### src/rtl/mips_pkg.sv
// mips_pkg
// Shared definitions for the MIPS decode/execute slice: opcode and funct
// constants, ALU control encodings, forwarding selects, the packed control
// bundle carried down the pipeline, and a sign-extension helper.
package mips_pkg;

  // Main-decode opcodes (instr[31:26])
  localparam logic [5:0] OP_RTYPE = 6'h00;
  localparam logic [5:0] OP_LW    = 6'h23;
  localparam logic [5:0] OP_SW    = 6'h2B;
  localparam logic [5:0] OP_BEQ   = 6'h04;
  localparam logic [5:0] OP_BNE   = 6'h05;
  localparam logic [5:0] OP_ADDI  = 6'h08;
  localparam logic [5:0] OP_J     = 6'h02;

  // R-type funct codes (instr[5:0])
  localparam logic [5:0] FN_ADD = 6'h20;
  localparam logic [5:0] FN_SUB = 6'h22;
  localparam logic [5:0] FN_AND = 6'h24;
  localparam logic [5:0] FN_OR  = 6'h25;
  localparam logic [5:0] FN_SLT = 6'h2A;
  localparam logic [5:0] FN_NOR = 6'h27;

  // ALU control encodings
  localparam logic [3:0] ALU_AND = 4'b0000;
  localparam logic [3:0] ALU_OR  = 4'b0001;
  localparam logic [3:0] ALU_ADD = 4'b0010;
  localparam logic [3:0] ALU_SUB = 4'b0110;
  localparam logic [3:0] ALU_SLT = 4'b0111;
  localparam logic [3:0] ALU_NOR = 4'b1100;

  // aluop classes produced by the main decoder
  localparam logic [1:0] ALUOP_ADD = 2'b00;
  localparam logic [1:0] ALUOP_SUB = 2'b01;
  localparam logic [1:0] ALUOP_FN  = 2'b10;

  // Forwarding selects; any other value means "use the register operand"
  localparam logic [1:0] FWD_MEM = 2'd1;
  localparam logic [1:0] FWD_WB  = 2'd2;

  typedef struct packed {
    logic       regdst;
    logic       alusrc;
    logic       memtoreg;
    logic       regwrite;
    logic       memread;
    logic       memwrite;
    logic       branch_eq;
    logic       branch_ne;
    logic       jump;
    logic [1:0] aluop;
  } ctrl_t;

  // All-zero control: a pipeline bubble
  localparam ctrl_t CTRL_NOP = ctrl_t'(11'b0);

  function automatic logic [31:0] sign_extend(input logic [15:0] imm);
    return {{16{imm[15]}}, imm};
  endfunction

endpackage

### src/rtl/mips_alu.sv
// mips_alu
// Combinational 32-bit ALU with zero flag.
// Ports: a, b (32-bit operands), ctl (4-bit operation select),
//        result (32-bit), zero (result == 0).
module mips_alu
  import mips_pkg::*;
(
  input  logic [31:0] a,
  input  logic [31:0] b,
  input  logic [3:0]  ctl,
  output logic [31:0] result,
  output logic        zero
);

  // Operation select; unknown encodings yield 0
  always_comb begin
    result = 32'h0000_0000;
    case (ctl)
      ALU_AND: result = a & b;
      ALU_OR:  result = a | b;
      ALU_ADD: result = a + b;
      ALU_SUB: result = a - b;
      ALU_SLT: result = ($signed(a) < $signed(b)) ? 32'd1 : 32'd0;
      ALU_NOR: result = ~(a | b);
      default: result = 32'h0000_0000;
    endcase
  end

  assign zero = (result == 32'h0000_0000);

endmodule

### src/rtl/mips_decode_execute.sv
// mips_decode_execute
// ID/EX/MEM slice of a five-stage MIPS pipeline. Decodes the ID instruction,
// registers control and operands into ID/EX, executes with forwarded
// operands in EX and registers the result and control into EX/MEM.
// Ports:
//   clk, rst_n            clock, async active-low reset
//   instr_d, rdata1_d/2_d instruction and register-file data in ID
//   stall, flush          bubble ID/EX; kill ID/EX and EX/MEM control
//   fwd_a/b, fwd_mem/wb   forwarding selects and forwarded values
//   rs_e, rt_e, memread_e EX-stage fields for hazard/forwarding units
//   *_m                   EX/MEM outputs; pcsrc_m is the branch decision
module mips_decode_execute
  import mips_pkg::*;
(
  input  logic        clk,
  input  logic        rst_n,
  input  logic [31:0] instr_d,
  input  logic [31:0] rdata1_d,
  input  logic [31:0] rdata2_d,
  input  logic        stall,
  input  logic        flush,
  input  logic [1:0]  fwd_a,
  input  logic [1:0]  fwd_b,
  input  logic [31:0] fwd_mem,
  input  logic [31:0] fwd_wb,
  output logic [4:0]  rs_e,
  output logic [4:0]  rt_e,
  output logic        memread_e,
  output logic [31:0] alu_result_m,
  output logic        zero_m,
  output logic [31:0] store_data_m,
  output logic [4:0]  wrreg_m,
  output logic        regwrite_m,
  output logic        memtoreg_m,
  output logic        memread_m,
  output logic        memwrite_m,
  output logic        jump_m,
  output logic        pcsrc_m
);

  ctrl_t       ctrl_d_s;
  ctrl_t       ctrl_e_r;
  logic [31:0] rdata1_e_r;
  logic [31:0] rdata2_e_r;
  logic [31:0] seimm_e_r;
  logic [4:0]  rd_e_r;
  logic [3:0]  alu_ctl_s;
  logic [31:0] op_a_s;
  logic [31:0] rt_fwd_s;
  logic [31:0] op_b_s;
  logic [4:0]  wrreg_e_s;
  logic [31:0] alu_out_s;
  logic        alu_zero_s;
  logic        branch_eq_m_r;
  logic        branch_ne_m_r;

  function automatic logic [31:0] fwd_sel(input logic [1:0]  sel,
                                          input logic [31:0] reg_val,
                                          input logic [31:0] mem_val,
                                          input logic [31:0] wb_val);
    case (sel)
      FWD_MEM: return mem_val;
      FWD_WB:  return wb_val;
      default: return reg_val;
    endcase
  endfunction

  // Main decode: unlisted opcodes fall through to an all-zero NOP
  always_comb begin
    ctrl_d_s = CTRL_NOP;
    case (instr_d[31:26])
      OP_RTYPE: begin
        ctrl_d_s.regdst   = 1'b1;
        ctrl_d_s.regwrite = 1'b1;
        ctrl_d_s.aluop    = ALUOP_FN;
      end
      OP_LW: begin
        ctrl_d_s.memread  = 1'b1;
        ctrl_d_s.memtoreg = 1'b1;
        ctrl_d_s.alusrc   = 1'b1;
        ctrl_d_s.regwrite = 1'b1;
      end
      OP_SW: begin
        ctrl_d_s.memwrite = 1'b1;
        ctrl_d_s.alusrc   = 1'b1;
      end
      OP_BEQ: begin
        ctrl_d_s.branch_eq = 1'b1;
        ctrl_d_s.aluop     = ALUOP_SUB;
      end
      OP_BNE: begin
        ctrl_d_s.branch_ne = 1'b1;
        ctrl_d_s.aluop     = ALUOP_SUB;
      end
      OP_ADDI: begin
        ctrl_d_s.alusrc   = 1'b1;
        ctrl_d_s.regwrite = 1'b1;
      end
      OP_J:    ctrl_d_s.jump = 1'b1;
      default: ctrl_d_s = CTRL_NOP;
    endcase
  end

  // ID/EX register: a stall or flush zeroes control only; data always loads
  always_ff @(posedge clk or negedge rst_n) begin
    if (!rst_n) begin
      ctrl_e_r   <= CTRL_NOP;
      rdata1_e_r <= 32'h0000_0000;
      rdata2_e_r <= 32'h0000_0000;
      seimm_e_r  <= 32'h0000_0000;
      rs_e       <= 5'd0;
      rt_e       <= 5'd0;
      rd_e_r     <= 5'd0;
    end else begin
      ctrl_e_r   <= (stall || flush) ? CTRL_NOP : ctrl_d_s;
      rdata1_e_r <= rdata1_d;
      rdata2_e_r <= rdata2_d;
      seimm_e_r  <= sign_extend(instr_d[15:0]);
      rs_e       <= instr_d[25:21];
      rt_e       <= instr_d[20:16];
      rd_e_r     <= instr_d[15:11];
    end
  end

  assign memread_e = ctrl_e_r.memread;

  // ALU control; the funct field is the low six bits of the immediate
  always_comb begin
    alu_ctl_s = ALU_ADD;
    case (ctrl_e_r.aluop)
      ALUOP_ADD: alu_ctl_s = ALU_ADD;
      ALUOP_SUB: alu_ctl_s = ALU_SUB;
      ALUOP_FN: begin
        case (seimm_e_r[5:0])
          FN_ADD:  alu_ctl_s = ALU_ADD;
          FN_SUB:  alu_ctl_s = ALU_SUB;
          FN_AND:  alu_ctl_s = ALU_AND;
          FN_OR:   alu_ctl_s = ALU_OR;
          FN_SLT:  alu_ctl_s = ALU_SLT;
          FN_NOR:  alu_ctl_s = ALU_NOR;
          default: alu_ctl_s = ALU_ADD;
        endcase
      end
      default: alu_ctl_s = ALU_ADD;
    endcase
  end

  assign op_a_s    = fwd_sel(fwd_a, rdata1_e_r, fwd_mem, fwd_wb);
  assign rt_fwd_s  = fwd_sel(fwd_b, rdata2_e_r, fwd_mem, fwd_wb);
  assign op_b_s    = ctrl_e_r.alusrc ? seimm_e_r : rt_fwd_s;
  assign wrreg_e_s = ctrl_e_r.regdst ? rd_e_r : rt_e;

  mips_alu u_alu (
    .a      (op_a_s),
    .b      (op_b_s),
    .ctl    (alu_ctl_s),
    .result (alu_out_s),
    .zero   (alu_zero_s)
  );

  // EX/MEM register: flush kills the EX instruction's control
  always_ff @(posedge clk or negedge rst_n) begin
    if (!rst_n) begin
      alu_result_m  <= 32'h0000_0000;
      zero_m        <= 1'b0;
      store_data_m  <= 32'h0000_0000;
      wrreg_m       <= 5'd0;
      regwrite_m    <= 1'b0;
      memtoreg_m    <= 1'b0;
      memread_m     <= 1'b0;
      memwrite_m    <= 1'b0;
      jump_m        <= 1'b0;
      branch_eq_m_r <= 1'b0;
      branch_ne_m_r <= 1'b0;
    end else begin
      alu_result_m  <= alu_out_s;
      zero_m        <= alu_zero_s;
      store_data_m  <= rt_fwd_s;
      wrreg_m       <= wrreg_e_s;
      regwrite_m    <= ctrl_e_r.regwrite  & ~flush;
      memtoreg_m    <= ctrl_e_r.memtoreg  & ~flush;
      memread_m     <= ctrl_e_r.memread   & ~flush;
      memwrite_m    <= ctrl_e_r.memwrite  & ~flush;
      jump_m        <= ctrl_e_r.jump      & ~flush;
      branch_eq_m_r <= ctrl_e_r.branch_eq & ~flush;
      branch_ne_m_r <= ctrl_e_r.branch_ne & ~flush;
    end
  end

  assign pcsrc_m = (branch_eq_m_r & zero_m) | (branch_ne_m_r & ~zero_m);

endmodule

### config.mk
export PLATFORM = sky130hd
export DESIGN_NAME = mips_decode_execute
export DESIGN_NICKNAME = d
export VERILOG_FILES = /design/src/rtl/mips_pkg.sv /design/src/rtl/mips_alu.sv /design/src/rtl/mips_decode_execute.sv
export SDC_FILE = /design/constraint.sdc
export NUM_CORES = 1
export LEC_CHECK = 0
export BUFFER_PORTS_ARGS = -buffer_cell sky130_fd_sc_hd__buf_2
export CAP_MARGIN = 20
export CORE_UTILIZATION = 56
export DETAILED_ROUTE_END_ITERATION = 10
export GPL_TIMING_DRIVEN = 0
export PLACE_DENSITY = 0.82
export SYNTH_ARGS = -nofsm -noshare
export SYNTH_HDL_FRONTEND = slang
export SYNTH_SLANG_ARGS = --single-unit
### constraint.sdc
create_clock -name clk -period 6.45 [get_ports clk]
set_clock_uncertainty 0.1 [all_clocks]
set_input_delay 0.3225 -clock clk [delete_from_list [all_inputs] [get_ports clk]]
set_output_delay 0.3225 -clock clk [all_outputs]
set_load 0.01 [all_outputs]
==> results.json <==
{
  "status": "completed",
  "grt_usage": 0.475,
  "power_frac_seq": 0.327,
  "place.gp.congestion": 1.04,
  "worstSetupStartpointType": "register",
  "cts.clk_slew.worst_paths_ps": 90,
  "fin_area_mm2": 0.0151,
  "period_minus_slack_ps": 6350,
  "hp-class": "in2reg",
  "p_leak_uw": 0.00716,
  "worstSetupEndpointType": "register",
  "syn_avg_cell_area_um2": 8.69,
  "drive_gt1_frac": 0.185,
  "vias": 13710,
  "dieArea_mm2": 0.0218,
  "num_rows": 52,
  "cp_data_arrival_time_ps": 6540,
  "yosysMostFrequentCell": "dfrtp_1",
  "hold_viol": 0,
  "grt_max_degree": 113,
  "vias_per_cell": 6.74,
  "regArea_mm2": 0.00438,
  "synth_top_area_frac": 0.368,
  "ys_warn_count": 0,
  "worstSetupStartpoint": "ctrl_e_r[9]$_DFF_PN0_",
  "syn-num-nets": 1645,
  "grt_pass1_vias": 13169,
  "remaining_drc_errors": 0,
  "cts-root-buf": "clkbuf_16",
  "slew-limit-headroom": 0.396,
  "syn-cell-area_mm2": 0.0119,
  "critPathKind": "reg2reg",
  "utilization": 0.738,
  "ys_ff_latch": 175,
  "r2r.worst_path.cells": 16,
  "synthFlopType": "dfrtp_1",
  "port_buffers": 254,
  "yosysUniqueCellTypes": 84,
  "fmax_ghz": 0.158,
  "instances_no_fill": 2033,
  "die_y_um": 148,
  "timing.final.crit_share": 0.984,
  "grt_overflow": 0,
  "ant_nets": 0,
  "synth_seq_area_share": 0.368,
  "p_sw_uw": 1580,
  "multiInputGateArea_mm2": 0.00669,
  "io-pin-count": 255,
  "switching_share": 0.410,
  "power_uw": 3850,
  "fp.dieW_um": 148,
  "comb_power_share": 0.389,
  "tns_ps": 0,
  "worst-path-max-fanout": 10,
  "cap_violations": 0,
  "placed_area_mm2": 0.0135,
  "netlist_instances": 1369,
  "areaGrowthSynthToFinish_pct": 27.2,
  "numPlacedInstances": 1895,
  "async_reset_ff_frac": 1.00,
  "nets": 2016,
  "drtPass1Iterations": 6,
  "p_per_area_mw_per_mm2": 255,
  "wl_per_cell_um": 26.0,
  "r2r-start": "ctrl_e_r[9]$_DFF_PN0_",
  "required_ps": 6640,
  "tritoncts": "built",
  "reg2reg_slack_ps": 100,
  "yosysTopAreaCell": "dfrtp_1",
  "clockBufferDepth": 2,
  "worstSetupEndpoint": "zero_m$_DFF_PN0_",
  "cts_sinks": 175,
  "initial_core_util": 0.580,
  "synth_area_leaders": "dfrtp_1 (37%), ha_1 (11%), inv_1 (4.3%)",
  "drv_slew": 0,
  "reg2reg_to": "zero_m$_DFF_PN0_",
  "grt_pass1_wl_um": 77000,
  "antenna_found_initial": 8,
  "core-area_mm2": 0.0205,
  "cts_made_buffers": 17,
  "hpwl_um": 35400,
  "cts_max_level": 4,
  "irDropWorstVdd_v": 0.000198,
  "worstMarginPinSlew_ps": 883,
  "final-setup-viol-count": 0,
  "clk_latency_ps": 460,
  "synth_edf_count": 0,
  "drtIter0Drc": 1815,
  "p_int_uw": 2270,
  "wl_um": 53000,
  "synth_common_cells": "dfrtp_1 (175), inv_1 (136), nor2_1 (110)",
  "clock_power_share": 0.284,
  "fill_cells": 1415
}
-- worst max-delay path, cell delays in order, from the launching register on --
cell	delay, ps
dfrtp_1	530
clkbuf_1	400
clkbuf_1	610
o21ai_0	330
ha_1	360
fa_1	480
or2_2	310
a32oi_1	240
nand2_1	180
or4_1	510
o31ai_1	110
a41oi_1	240
o41ai_1	550
o2111a_1	270
o32ai_1	130
or3_1	430
nor4_2	390
-- state kept, by name, indices dropped and copies added, names as in the netlist, 8 cells and up --
register and count:
alu_result_m 32, seimm_e_r 11, ctrl_e_r 8, store_data_m 32
rdata1_e_r 32, rdata2_e_r 32
-- metrics by stage --
| step | setup WS, ps | hold slack, ps |
|---|---|---|
| 6_report | 103 | 40.8 |
| 5_1_grt | -27.6 | 41.6 |
| 4_1_cts | 356 | 36.5 |
| 3_5_place_dp | 60.8 | 188 |
| 3_3_place_gp | 130 | 330 |
| 2_1_floorplan | 1640 | -73.1 |
-- repair_timing --
action                     in CTS  in global routing
hold endpoints to repair      158                  0
setup buffers                   0                  0
hold buffers                   96                  0
resized for setup               0                  4
setup endpoints to repair       0                  1
-- layout make-up --
class	instances	share of cell area
Timing Repair Buffer	352	0.150
Clock inverter	14	0.0111
Inverter	139	0.0345
Antenna cell	10	0.00165
Clock buffer	18	0.0284
Buffer	76	0.0202
Tap cell	270	0.0223
Sequential cell	175	0.289
Multi-Input combinational cell	979	0.442
-- how the worst min path moves through the flow --
stage,start,end,slack (ps),cells past startpoint
detailed placement,rst_n,memread_e$_DFF_PN0_,190,1
global placement,instr_d[19],rt_e[3]$_DFF_PN0_,330,1
global route,flush,memread_m$_DFF_PN0_,40,2
finish,flush,memread_m$_DFF_PN0_,40,2
floorplan,rst_n,alu_result_m[0]$_DFF_PN0_,-70,0
CTS,flush,branch_eq_m_r$_DFF_PN0_,40,2
-- routing by layer --
layer	vias to the layer above	global-route usage	routed length, µm
met2	1333	0.700	21800
met1	6305	0.612	19400
met3	382	0.131	7430
li1	5688	-	-
met4	2	0.309	4380
met5	-	0	13
-- cells in the final DEF, fill, tap and decap left out, types with 17 or more instances in the layout --
| cell type | synthesis | final |
|---|---|---|
| buf_2 | 5 | 259 |
| dfrtp_1 | 175 | 175 |
| inv_1 | 136 | 136 |
| nor2_1 | 110 | 110 |
| ha_1 | 106 | 106 |
| nand2_1 | 105 | 105 |
| a21oi_1 | 99 | 99 |
| dlygate4sd3_1 | 0 | 96 |
| o21ai_0 | 72 | 72 |
| clkbuf_1 | 66 | 65 |
| a22oi_1 | 63 | 63 |
| nand3_1 | 31 | 31 |
| o21a_1 | 29 | 29 |
| a221oi_1 | 27 | 27 |
| nor3_1 | 25 | 25 |
| nor2b_1 | 20 | 20 |
| clkbuf_16 | 0 | 17 |
-- kinds of logic after synthesis --
| kind of cell | share of synthesized area |
|---|---|
| AO/OA/AOI/OAI | 0.267 |
| XOR/XNOR | 0.00884 |
| adder cells (fa/ha/maj) | 0.115 |
| buffers and inverters | 0.0693 |
| flip-flops | 0.368 |
| multiplexers | 0.00989 |
| AND/OR/NAND/NOR | 0.162 |
-- power by group through the flow --
stage	logic, µW	clock network (µW)	registers (µW)
2_1_floorplan	818	0	1320
3_3_place_gp	1340	0	1270
3_5_place_dp	1360	0	1270
4_1_cts	1410	1050	1250
5_1_grt	1610	1120	1270
6_report	1500	1090	1260
Note: power is estimated with default switching activity, not from simulation.
